`src/rtl/fall_tick_pkg.sv`:
```
// fall_tick_pkg: shared state encoding, widths and helpers
// for the gravity tick controller.
package fall_tick_pkg;

    typedef enum logic [1:0] {
        IDLE  = 2'd0,
        RUN   = 2'd1,
        PAUSE = 2'd2,
        OVER  = 2'd3
    } state_t;

    localparam int LEVEL_W   = 4;
    localparam int LINE_N_W  = 3;
    localparam int LTOT_W    = 16;
    localparam int TOT_SUM_W = LTOT_W + 1;
    localparam int ACC_W     = 8;

    localparam logic [LINE_N_W-1:0] LINE_MAX = LINE_N_W'(4);

    // A single clear never counts for more than a tetris.
    function automatic logic [LINE_N_W-1:0] clamp_lines(
        input logic [LINE_N_W-1:0] n
    );
        return (n > LINE_MAX) ? LINE_MAX : n;
    endfunction

endpackage

```
`src/rtl/fall_tick_edge_gen.sv`:
```
// tick_edge_gen: free-running drop counter with a selectable
// bit and a rising-edge detector that turns it into tick pulses.
module tick_edge_gen
    import fall_tick_pkg::*;
#(
    parameter int CNT_W    = 32,
    parameter int SEL_W    = $clog2(CNT_W),
    parameter int SEL_INIT = 26
) (
    input  logic             sys_clk,
    input  logic             sys_rst_n,
    input  logic             clr,
    input  logic             run,
    input  logic [SEL_W-1:0] sel,
    output logic             rise
);

    logic [CNT_W-1:0] cnt;
    logic [SEL_W-1:0] sel_q;
    logic             prev;
    logic             bit_now;
    logic             sel_chg;

    assign bit_now = cnt[sel];

    // A freshly switched select compares against a bit sampled
    // from the old position, so that one cycle is not trusted.
    assign sel_chg = (sel != sel_q);

    assign rise = bit_now & ~prev & run & ~sel_chg;

    // Drop counter: cleared by a new game, advances only while running.
    always_ff @(posedge sys_clk) begin
        if (!sys_rst_n || clr) begin
            cnt <= '0;
        end else if (run) begin
            cnt <= cnt + CNT_W'(1);
        end
    end

    // Previous sample of the selected bit; always re-primed from
    // the current select so a switch settles within one cycle.
    always_ff @(posedge sys_clk) begin
        if (!sys_rst_n || clr) begin
            prev <= 1'b0;
        end else begin
            prev <= bit_now;
        end
    end

    // Remember last cycle's select to spot a speed change.
    always_ff @(posedge sys_clk) begin
        if (!sys_rst_n) begin
            sel_q <= SEL_W'(SEL_INIT);
        end else begin
            sel_q <= sel;
        end
    end

endmodule

```
`src/rtl/fall_tick_ctrl.sv`:
```
// fall_tick_ctrl: game-state FSM, speed schedule, line/level
// bookkeeping and the pending-tick handshake on sys_clk.
module fall_tick_ctrl
    import fall_tick_pkg::*;
#(
    parameter int CNT_W        = 32,
    parameter int SEL_W        = $clog2(CNT_W),
    parameter int SEL_SLOWEST  = 26,
    parameter int SEL_FASTEST  = 20,
    parameter int SEL_DROP     = 16,
    parameter int LINES_PER_LV = 10,
    parameter int MAX_LEVEL    = 15
) (
    input  logic                sys_clk,
    input  logic                sys_rst_n,
    input  logic                start,
    input  logic                pause,
    input  logic                soft_drop,
    input  logic                game_over,
    input  logic                line_clr,
    input  logic [LINE_N_W-1:0] line_n,
    input  logic                tick_ack,
    output logic                tick_pend,
    output logic                tick_ovr,
    output logic [LEVEL_W-1:0]  level,
    output logic [SEL_W-1:0]    speed_sel,
    output logic [LTOT_W-1:0]   lines_tot,
    output logic                running
);

    localparam int LV_SPAN = SEL_SLOWEST - SEL_FASTEST;

    localparam logic [SEL_W-1:0] SLOW_SEL = SEL_W'(SEL_SLOWEST);
    localparam logic [SEL_W-1:0] FAST_SEL = SEL_W'(SEL_FASTEST);
    localparam logic [SEL_W-1:0] DROP_SEL = SEL_W'(SEL_DROP);

    localparam logic [LEVEL_W-1:0] LV_MAX = LEVEL_W'(MAX_LEVEL);
    localparam logic [ACC_W-1:0]   LPL    = ACC_W'(LINES_PER_LV);

    state_t                state;
    logic [ACC_W-1:0]      acc;
    logic                  start_go;
    logic                  in_run;
    logic                  line_go;
    logic                  rise;
    logic                  lv_up;
    logic [LINE_N_W-1:0]   n_clamped;
    logic [ACC_W-1:0]      acc_sum;
    logic [TOT_SUM_W-1:0]  tot_sum;
    logic [SEL_W-1:0]      base_sel;

    assign in_run   = (state == RUN);
    assign running  = in_run;
    assign start_go = start & ((state == IDLE) | (state == OVER));
    assign line_go  = line_clr & in_run;

    assign n_clamped = clamp_lines(line_n);
    assign acc_sum   = acc + ACC_W'(n_clamped);
    assign lv_up     = (acc_sum >= LPL);
    assign tot_sum   = {1'b0, lines_tot} + TOT_SUM_W'(n_clamped);

    // Level ramp: one counter bit faster per level, floored.
    always_comb begin
        base_sel = FAST_SEL;
        if (int'(level) < LV_SPAN) begin
            base_sel = SLOW_SEL - SEL_W'(level);
        end
    end

    tick_edge_gen #(
        .CNT_W    (CNT_W),
        .SEL_W    (SEL_W),
        .SEL_INIT (SEL_SLOWEST)
    ) u_edge (
        .sys_clk   (sys_clk),
        .sys_rst_n (sys_rst_n),
        .clr       (start_go),
        .run       (in_run),
        .sel       (speed_sel),
        .rise      (rise)
    );

    // Game state: game_over beats start beats pause.
    always_ff @(posedge sys_clk) begin
        if (!sys_rst_n) begin
            state <= IDLE;
        end else begin
            unique case (state)
                IDLE: begin
                    if (start) begin
                        state <= RUN;
                    end
                end
                RUN: begin
                    if (game_over) begin
                        state <= OVER;
                    end else if (pause) begin
                        state <= PAUSE;
                    end
                end
                PAUSE: begin
                    if (game_over) begin
                        state <= OVER;
                    end else if (!pause) begin
                        state <= RUN;
                    end
                end
                OVER: begin
                    if (start) begin
                        state <= RUN;
                    end
                end
                default: begin
                    state <= IDLE;
                end
            endcase
        end
    end

    // Line accumulator, level and lifetime line total.
    always_ff @(posedge sys_clk) begin
        if (!sys_rst_n || start_go) begin
            acc       <= '0;
            level     <= '0;
            lines_tot <= '0;
        end else if (line_go) begin
            if (lv_up) begin
                acc <= acc_sum - LPL;
                if (level != LV_MAX) begin
                    level <= level + LEVEL_W'(1);
                end
            end else begin
                acc <= acc_sum;
            end
            if (tot_sum[LTOT_W]) begin
                lines_tot <= '1;
            end else begin
                lines_tot <= tot_sum[LTOT_W-1:0];
            end
        end
    end

    // Effective counter bit; a new game drops straight to the
    // slowest speed instead of lagging on the old level.
    always_ff @(posedge sys_clk) begin
        if (!sys_rst_n) begin
            speed_sel <= SLOW_SEL;
        end else if (start_go) begin
            speed_sel <= soft_drop ? DROP_SEL : SLOW_SEL;
        end else begin
            speed_sel <= soft_drop ? DROP_SEL : base_sel;
        end
    end

    // Pending tick with ack; a tick landing on an unacked one
    // latches the sticky overrun flag.
    always_ff @(posedge sys_clk) begin
        if (!sys_rst_n || start_go) begin
            tick_pend <= 1'b0;
            tick_ovr  <= 1'b0;
        end else if (rise) begin
            tick_pend <= 1'b1;
            if (tick_pend && !tick_ack) begin
                tick_ovr <= 1'b1;
            end
        end else if (tick_ack) begin
            tick_pend <= 1'b0;
        end
    end

endmodule

```
`config.mk`:
```
export PLATFORM = sky130hd
export DESIGN_NAME = fall_tick_ctrl
export DESIGN_NICKNAME = d
export VERILOG_FILES = /design/src/rtl/fall_tick_pkg.sv /design/src/rtl/fall_tick_edge_gen.sv /design/src/rtl/fall_tick_ctrl.sv
export SDC_FILE = /design/constraint.sdc
export NUM_CORES = 1
export LEC_CHECK = 0
export ABC_AREA = 1
export CAP_MARGIN = 10
export CORE_AREA = 2 2 124 90
export CTS_CLUSTER_SIZE = 16
export DETAILED_ROUTE_END_ITERATION = 10
export DIE_AREA = 0 0 126 92
export GPL_ROUTABILITY_DRIVEN = 0
export PLACE_DENSITY = 0.73
export SLEW_MARGIN = 15
export SYNTH_ARGS = -nofsm -noshare
export SYNTH_HDL_FRONTEND = slang
export SYNTH_HIERARCHICAL = 1
export SYNTH_SLANG_ARGS = --single-unit
```
`constraint.sdc`:
```
create_clock -name sys_clk -period 1.8 [get_ports sys_clk]
set_input_delay 0.27 -clock sys_clk [delete_from_list [all_inputs] [get_ports sys_clk]]
set_output_delay 0.27 -clock sys_clk [all_outputs]
set_load 0.02 [all_outputs]
```
=== Word level (Yosys, flattened, before mapping) ===
Cells that the tools add are included.

* Register bits after elaboration: 75
* Output and inout port bits: 28
* Word-level logic and storage cells: 63

* Add/sub/neg operators: 6
* Magnitude comparators: 4
* Equality and inequality tests: 8
* Mux-type cells: 17
* Bitwise operators: 8
* Reductions and logical operators: 10

{| class="wikitable"
|+ Operators by type and width
! cell !! number
|-
| $add 32x1->32 const B || 1
|-
| $add 16x3->17 || 1
|-
| $mux 16 || 1
|-
| $mux 5 || 3
|-
| $mux 2 || 5
|-
| $add 8x3->8 || 1
|-
| $ge 8x4->1 const B || 1
|-
| $mux 8 || 1
|-
| $sub 8x4->8 const B || 1
|-
| $lt 5x6->1 const B || 1
|-
| $ne 3x3->1 const B || 2
|-
| $pmux 2 s3 || 1
|-
| $reduce_and 3->1 || 2
|-
| $and 1x1->1 || 5
|-
| $bmux 1 s5 || 1
|-
| $ne 5x5->1 || 1
|-
| $sub 5x4->5 const A || 1
|-
| $add 4x1->4 const B || 1
|-
| $eq 2x2->1 const B || 2
|-
| $lt 4x3->1 const B || 1
|-
| $mux 4 || 1
|-
| $ne 4x4->1 const B || 1
|-
| $gt 3x3->1 const B || 1
|-
| $mux 1 || 3
|-
| other kinds (12) || 14
|}

=== Depth between registers and ports, before layout ===
Gate-level depths: netlist of the first run.

* Depth after elaboration: 6
* Gate-level depth with buffers: 16

=== Modules after synthesis ===
Netlist of the first run, hierarchy kept.

{| class="wikitable"
|+ By module, submodules not included
! module !! instances !! cells each !! area an instance (um^2) !! seq. area each (um^2)
|-
| tick_edge_gen || 1 || 359 || 2,278.4 || 760.7
|-
| fall_tick_ctrl || 1 || 300 || 2,209.6 || 740.7
|}

=== Worst setup path after synthesis of the first run ===
No wires, ideal clock.

* Kind: flip-flop to flip-flop
* From: reg lines_tot[0]
* To: reg lines_tot[14]
* Setup time: 0.079 ns
* Arrival: 1.968 ns
* Path slack: -0.247 ns
* Cell stages (with the launch flop): 11
* Path buffers: 0
* Period minus slack after synthesis: 2.047 ns
* Path through: dfxtp_1 > ha_1 > inv_1 > fa_1 > o21ai_2 > nand4_1 > nor2_2 > nand2_1 > inv_1 > nand2_1 > a211oi_2

* Word-level cells in the longest chain between the ends: 2

{| class="wikitable"
|+ Ends and longest elaborated chain
! item !! line !! RTL
|-
| start, declared || fall_tick_ctrl.sv:27 || <nowiki>output logic [LTOT_W-1:0] lines_tot,</nowiki>
|-
| start signal, assigned || fall_tick_ctrl.sv:138 || <nowiki>lines_tot <= tot_sum[LTOT_W-1:0];</nowiki>
|-
| $add 16x3->17 || fall_tick_ctrl.sv:60 || <nowiki>assign tot_sum = {1'b0, lines_tot} + TOT_SUM_W'(n_clamped);</nowiki>
|-
| $mux 16 || fall_tick_ctrl.sv:135 || <nowiki>if (tot_sum[LTOT_W]) begin</nowiki>
|}

No other way between the ends.
A chain may end at the register's enable or synchronous reset.

=== Worst setup path after layout of the first run ===
* From: reg acc[0]
* To: reg level[0]

* Word-level cells in the longest chain between the ends: 3

{| class="wikitable"
|+ Ends and longest elaborated chain
! item !! line !! RTL
|-
| start, declared || fall_tick_ctrl.sv:41 || <nowiki>logic [ACC_W-1:0] acc;</nowiki>
|-
| start signal, assigned || fall_tick_ctrl.sv:128 || <nowiki>acc <= acc_sum - LPL;</nowiki>
|-
| start signal, assigned || fall_tick_ctrl.sv:133 || <nowiki>acc <= acc_sum;</nowiki>
|-
| $add 8x3->8 || fall_tick_ctrl.sv:58 || <nowiki>assign acc_sum = acc + ACC_W'(n_clamped);</nowiki>
|-
| $ge 8x4->1 || fall_tick_ctrl.sv:59 || <nowiki>assign lv_up = (acc_sum >= LPL);</nowiki>
|-
| $reduce_and 3->1 (no line) || n/a ||
|-
| end signal, assigned || fall_tick_ctrl.sv:130 || <nowiki>level <= level + LEVEL_W'(1);</nowiki>
|-
| end, declared || fall_tick_ctrl.sv:25 || <nowiki>output logic [LEVEL_W-1:0] level,</nowiki>
|}

No other way between the ends.

==> results.tsv, run 1 <==
metric	value	unit
multi_input_area	2830	um2
wl_met1	6.03	mm
top_layer_used	met4	
syn_inst	659	
syn_avg_cell_area	6.81	um2
seqCellArea	1510	um2
fmax	0.499	GHz
vias	4709	
clkSlewWorstSetupHoldPaths	60	ps
synth-edff-count	0	
place_area	5290	um2
fin_crit	2010	ps
io_pins	39	
dieArea	11600	um2
clock_skew	4.92	ps
rows	32	
cp.arrival	2270	ps
swShare	32.1	%
final.setup.worst_slack	-206	ps
power.total	5170	uW
dp_hpwl	8.95	mm
startpoint_type	flip-flop	
cts_tree	done	
hold_path.class	flip-flop to flip-flop	
cts_max_level	3	
p_leak	0.00240	uW
cts_root_buf	clkbuf_16	
yosysMostFrequentCell	nand2_1	
diodes	0	
setup_tns	-3050	ps
synth_top_family_by_area	simple AND/OR/NAND/NOR gates	
irDropWorstVdd	0.483	mV
cp.required	2060	ps
fillerInstances	965	
violations	setup timing	
cp-end-kind	flip-flop	
async_flop_share	0	%
whs	448	ps
die_h	92	um
routed-wl-met2	5.73	mm
synth.area.top_cells	dfxtp_1, nand2_1, nand3_1, inv_1, nor2_1	
drt_iter0_drc	497	
clk_latency	330	ps
intPower	3510	uW
ys.warnings.count	6	
grt_pass1_vias	4437	
combPwrFrac	28.4	%
postRouteAntennaNets	0	
drv_slew	0	
status	complete, but fails checks	
cpMaxStageDelayCell	fa_2	
cts_buffer_depth	2	
path_cells	ha_4, fa_2, nand2_1, nand2_2, nand2_1, nand2_1, nand2_2, nand3_4, nor2_8, nand2_8, nand3_4, nand2_1, a21oi_2	
finalHoldViolations	0	
synth_mux_area_share	0.223	%
syn2layout_area_growth	32.8	%
crit_fanout	5	
grt_pass1_wl	21.2	mm
ys_seq_elements	75	
drtPass1Iterations	5	
synthAdderAreaFrac	4.24	%
syn_area	4490	um2
synth-compound-area-share	11.0	%
seqPwrFrac	35.1	%
slowest_delay	380	ps
cts_sinks	75	
ys_types	51	
crit_path_frequent_cell	nand2_1	
nets	771	
synth.top_cells.by_count	nand2_1, inv_1, dfxtp_1	
initial_core_util	42.5	%
period_share	111	%
core	10600	um2
antenna_found_initial	0	
drv_cap	0	
setup_viol	26	
synthSimpleGateAreaFrac	38.4	%
numCtsBuffers	9	
synth_ff_type	dfxtp_1	
synth_nets	684	
synth_top_area_share	33.5	%
grt_util_all_layers	22.3	%
portBuffers	38	
grt_max_degree	25	
p_switching	1660	uW
via_per_inst	5.31	
power.density	868	nW/um2
drt-wirelength-per-cell	14.4	um
synth_xor_area_share	3.51	%
synth_seq_area_share	33.5	%
drc	0	
met3_length	859	um
clockPowerShare	36.4	%
yosysTopAreaCell	dfxtp_1	
critPathKind	flip-flop to flip-flop	
drive_above_1_share	22.0	%
stdcell_area	5960	um2
drt-total-wl	12.8	mm
die_w	126	um
grt_overflow	0	
rsz0062_at_grt	yes	
==> layout make-up <==
type                    instances  area share (%)
multi-input cells             484            47.5
flip-flops and latches         75            25.4
repair buffers                 86            13.1
inverters                      90            5.86
clock buffers                  13            4.55
well taps                     136            2.85
clock inverters                 3           0.735
==> layout by cell type, fill, tap and decap left out, types with 3 or more instances in the layout <==
cell type        Yosys  final
clkbuf_16            0     10
xor2_1              11     10
o22ai_1              3      3
nor3_1              17     15
o21a_1               3      3
nand3_1             66     61
nor2_1              69     63
xnor2_2              0      3
nand2_2             10     16
xnor2_1              7      4
nand4_1             19     19
a21oi_2              3     12
a31oi_1              4      4
ha_4                 0      3
nor2_4               4      9
inv_1               86     78
dfxtp_1             75     69
inv_2                3      9
buf_4                2     38
dlygate4sd2_1        0      3
dfxtp_2              0      5
ha_1                12      8
buf_6                0      8
o21ai_0             21     19
nand2_1            153    144
clkdlybuf4s50_1      0     33
nand2_4              1      6
nor2_2               3      4
nor3_2               3      5
a21oi_1             42     33
nand3_2              3      8
==> critical path: cells and delay by family, from the launching register on <==
| family | cells | cell delay (ps) |
|---|---|---|
| simple gates | 10 | 950 |
| fa+ha+maj | 2 | 550 |
| flops | 1 | 340 |
| compound gates | 1 | 120 |
==> per-stage QoR <==
step           worst slack [ps]  cells  utilization [%]
2_1_floorplan             -58.3    659                -
6_report                   -206    887             56.4
4_1_cts                    -209    881             55.3
3_5_place_dp               -920    853             50.0
3_3_place_gp               -764    853             50.0
5_1_grt                    -348    887             56.4
==> worst paths after layout <==
check	start	end	slack [ps]	cells past startpoint
setup / recovery	acc[0]	level[0]	-210	13
hold / removal	tick_ovr	tick_ovr	450	2
setup reg to reg	acc[0]	level[0]	-210	13
hold reg to reg	tick_ovr	tick_ovr	450	2
==> kinds of logic (layout without fill, tap and decap cells) <==
group / count (synthesis) / in the layout
AOI/OAI and AO/OA: 85 / 85
xor gates and xnor gates: 18 / 18
adders and majority gates: 14 / 14
buffers and inverters: 102 / 192
DFF: 75 / 75
muxes: 1 / 1
other: 1 / 1
and+or+nand+nor: 363 / 365
==> power groups by stage <==
stage	Combinational (uW)	Clock [uW]	Sequential (uW)
5_1_grt	1600	1980	1830
3_3_place_gp	1190	0	1840
4_1_cts	1400	1920	1810
2_1_floorplan	801	0	1850
6_report	1470	1880	1820
3_5_place_dp	1240	0	1840
==> flip-flops by register name, indices dropped and copies added (netlist names), 2 cells and up <==
signal / cells
u_edge/cnt: 32
lines_tot: 16
acc: 8
speed_sel: 5
u_edge/sel_q: 5
level: 4
state: 2
==> metal layers <==
| layer | global-route usage (%) | up-vias |
|---|---|---|
| li1 | - | 2324 |
| met1 | 30.5 | 2216 |
| met2 | 35.3 | 146 |
| met3 | 4.78 | 23 |
| met4 | 7.05 | 0 |
| met5 | 0 | - |
==> timing repair <==
| action | 4_1_cts | 5_1_grt |
|---|---|---|
| gates resized for setup | 56 | 19 |
| cloned | 2 | 0 |
| pin swaps | 29 | 10 |
| hold buffers | 0 | 0 |
| endpoints found under the setup margin | 31 | 46 |
| hold endpoints to repair | 0 | 0 |
| setup buffers | 10 | 6 |
No activity file was read; power rests on OpenSTA's default activity.
==> run 2, diff against run 1 <==
--- a/config.mk
+++ b/config.mk
@@ -12,6 +12,7 @@
 export DETAILED_ROUTE_END_ITERATION = 10
 export DIE_AREA = 0 0 126 92
 export GPL_ROUTABILITY_DRIVEN = 0
+export MAX_ROUTING_LAYER = met4
 export PLACE_DENSITY = 0.73
 export SLEW_MARGIN = 15
 export SYNTH_ARGS = -nofsm -noshare
==> run 2 against run 1 <==
Against the previous run: critical path depth stayed put; worst setup slack worse by 4.0 ps; critical endpoint unchanged; via count is 0.34% higher; core utilization stayed put; clock power hardly changed; worst hold slack hardly changed; count of clock-buffer cells in the layout stayed put; the flow still finishes with violations (setup timing).
==> results.tsv, run 2 (same netlist as run 1, synthesis figures left out) <==
metric	value	unit
status	complete, but fails checks	
violations	setup timing	
cpMaxStageDelayCell	fa_2	
ctsHoldBuffers	0	
drt-wirelength-per-cell	14.4	um
grt_pass1_wl	21.2	mm
path_cells	ha_4, fa_2, nand2_1, nand2_2, nand2_1, nand2_1, nand2_2, nand3_4, nor2_8, nand2_8, nand3_4, nand2_1, a21oi_2	
drt_iter0_drc	475	
cts_tree	done	
startpoint_type	flip-flop	
die_w	126	um
cts_buffer_depth	2	
holdPathStages	2	
diodes	0	
cpLargestDelayFamily	simple AND/OR/NAND/NOR gates	
fillerInstances	965	
numCtsBuffers	9	
clkSlewWorstSetupHoldPaths	60	ps
r2r_setup_slack	-210	ps
critPathKind	flip-flop to flip-flop	
cts_root_buf	clkbuf_16	
startpoint	acc[0]	
crit_fanout	5	
irDropWorstVdd	0.483	mV
rr_startpoint	acc[0]	
crit_path_frequent_cell	nand2_1	
final_util	56.4	%
grt_pass1_vias	4436	
clock_skew	4.79	ps
slowest_delay	380	ps
p_leak	0.00240	uW
fin_crit	2010	ps
grt_max_degree	25	
clk_latency	330	ps
fmax	0.498	GHz
postRouteAntennaNets	0	
cp_num_buf_inv	0	
dieArea	11600	um2
largestRegisters	u_edge/cnt (32), lines_tot (16), acc (8)	
die_h	92	um
reg2reg_to	level[0]	
reg2reg_depth	13	
drv_cap	0	
finalHoldViolations	0	
grt_overflow	0	
drtPass1Iterations	5	
grt_util_all_layers	23.0	%
syn2layout_area_growth	32.8	%
period_share	112	%
hp-start	tick_ovr	
dp_slack	-920	ps
antenna_found_initial	0	
largest_register_ffs	32	
via_per_inst	5.33	
rows	32	
drive_above_1_share	22.0	%
nets	771	
top_register	u_edge/cnt	
hold_path.class	flip-flop to flip-flop	
final.setup.worst_slack	-210	ps
drv_slew	0	
setup_viol	27	
rsz0062_at_grt	yes	
cp-end-kind	flip-flop	
cp.required	2070	ps
cp.arrival	2280	ps
drc	0	
dp_hpwl	8.95	mm
power.density	868	nW/um2
hold_end	tick_ovr	
core	10600	um2
cts_sinks	75	
drt-total-wl	12.8	mm
initial_core_util	42.5	%
cts_max_level	3	
portBuffers	38	
io_pins	39	
final_cell_mix	nand2_1, inv_1, dfxtp_1	
final_common_cell	nand2_1	
vias	4725	
[run 2: per-stage QoR]
stage	area, um2	std cells	TNS [ps]	total power [uW]	hold WS, ps
final	5960	887	-3080	5170	448
after global routing	5960	887	-5790	5410	491
after CTS	5850	881	-3490	5130	451
after detailed placement	5290	853	-20760	3080	441
after global placement	5290	853	-17950	3030	436
after floorplan	4540	659	-323	2660	340
[run 2: worst reg2reg max path, cell delays in order (launching register included)]
cell and delay, ps:
dfxtp_2 340, ha_4 170, fa_2 380, nand2_1 90, nand2_2 70, nand2_1 70
nand2_1 60, nand2_2 80, nand3_4 120, nor2_8 180, nand2_8 100, nand3_4 90
nand2_1 80, a21oi_2 120
[run 2: what timing repair did]
action	4_1_cts	5_1_grt
cloned	2	0
endpoints found under the setup margin	31	46
resized for setup	56	19
hold endpoints to repair	0	0
pin swaps	29	10
setup buffers	10	6
[run 2: worst max path at each step]
stage	depth (start not counted)	endpoint	slack (ps)
2_1_floorplan	12	acc[5]	-60
3_3_place_gp	12	acc[5]	-760
3_5_place_dp	11	acc[7]	-920
4_1_cts	14	acc[3]	-210
5_1_grt	11	level[3]	-350
6_report	13	level[0]	-210
[run 2: cell type report]
type / instances / area [um2] / area share (%)
sequential: 75 / 1510 / 25.4
timing repair buffer: 86 / 782 / 13.1
tap: 136 / 170 / 2.85
inverter: 90 / 349 / 5.86
clock inverter: 3 / 43.8 / 0.735
multi-input combinational: 484 / 2830 / 47.5
clock buffer: 13 / 272 / 4.55
[run 2: per-layer routing]
layer | vias up | track usage, % | share of wire [%]
met5 | - | - | 0
met4 | 0 | 6.87 | 1.2
met3 | 16 | 4.78 | 7.1
met2 | 177 | 35.5 | 45
met1 | 2208 | 30.4 | 47
li1 | 2324 | - | -
[run 2: report_power, final]
part / switching, uW / total [uW] / internal, uW
registers: 74.6 / 1820 / 1740
clock network: 691 / 1890 / 1200
logic: 896 / 1470 / 574
total: 1660 / 5170 / 3510
==> run 3, diff against run 2 <==
--- a/config.mk
+++ b/config.mk
@@ -6,7 +6,7 @@
 export NUM_CORES = 1
 export LEC_CHECK = 0
 export ABC_AREA = 1
-export CAP_MARGIN = 10
+export CAP_MARGIN = 15
 export CORE_AREA = 2 2 124 90
 export CTS_CLUSTER_SIZE = 16
 export DETAILED_ROUTE_END_ITERATION = 10
==> results of run 3 <==
Final layout, timing and power as in run 2 (identical DEF).
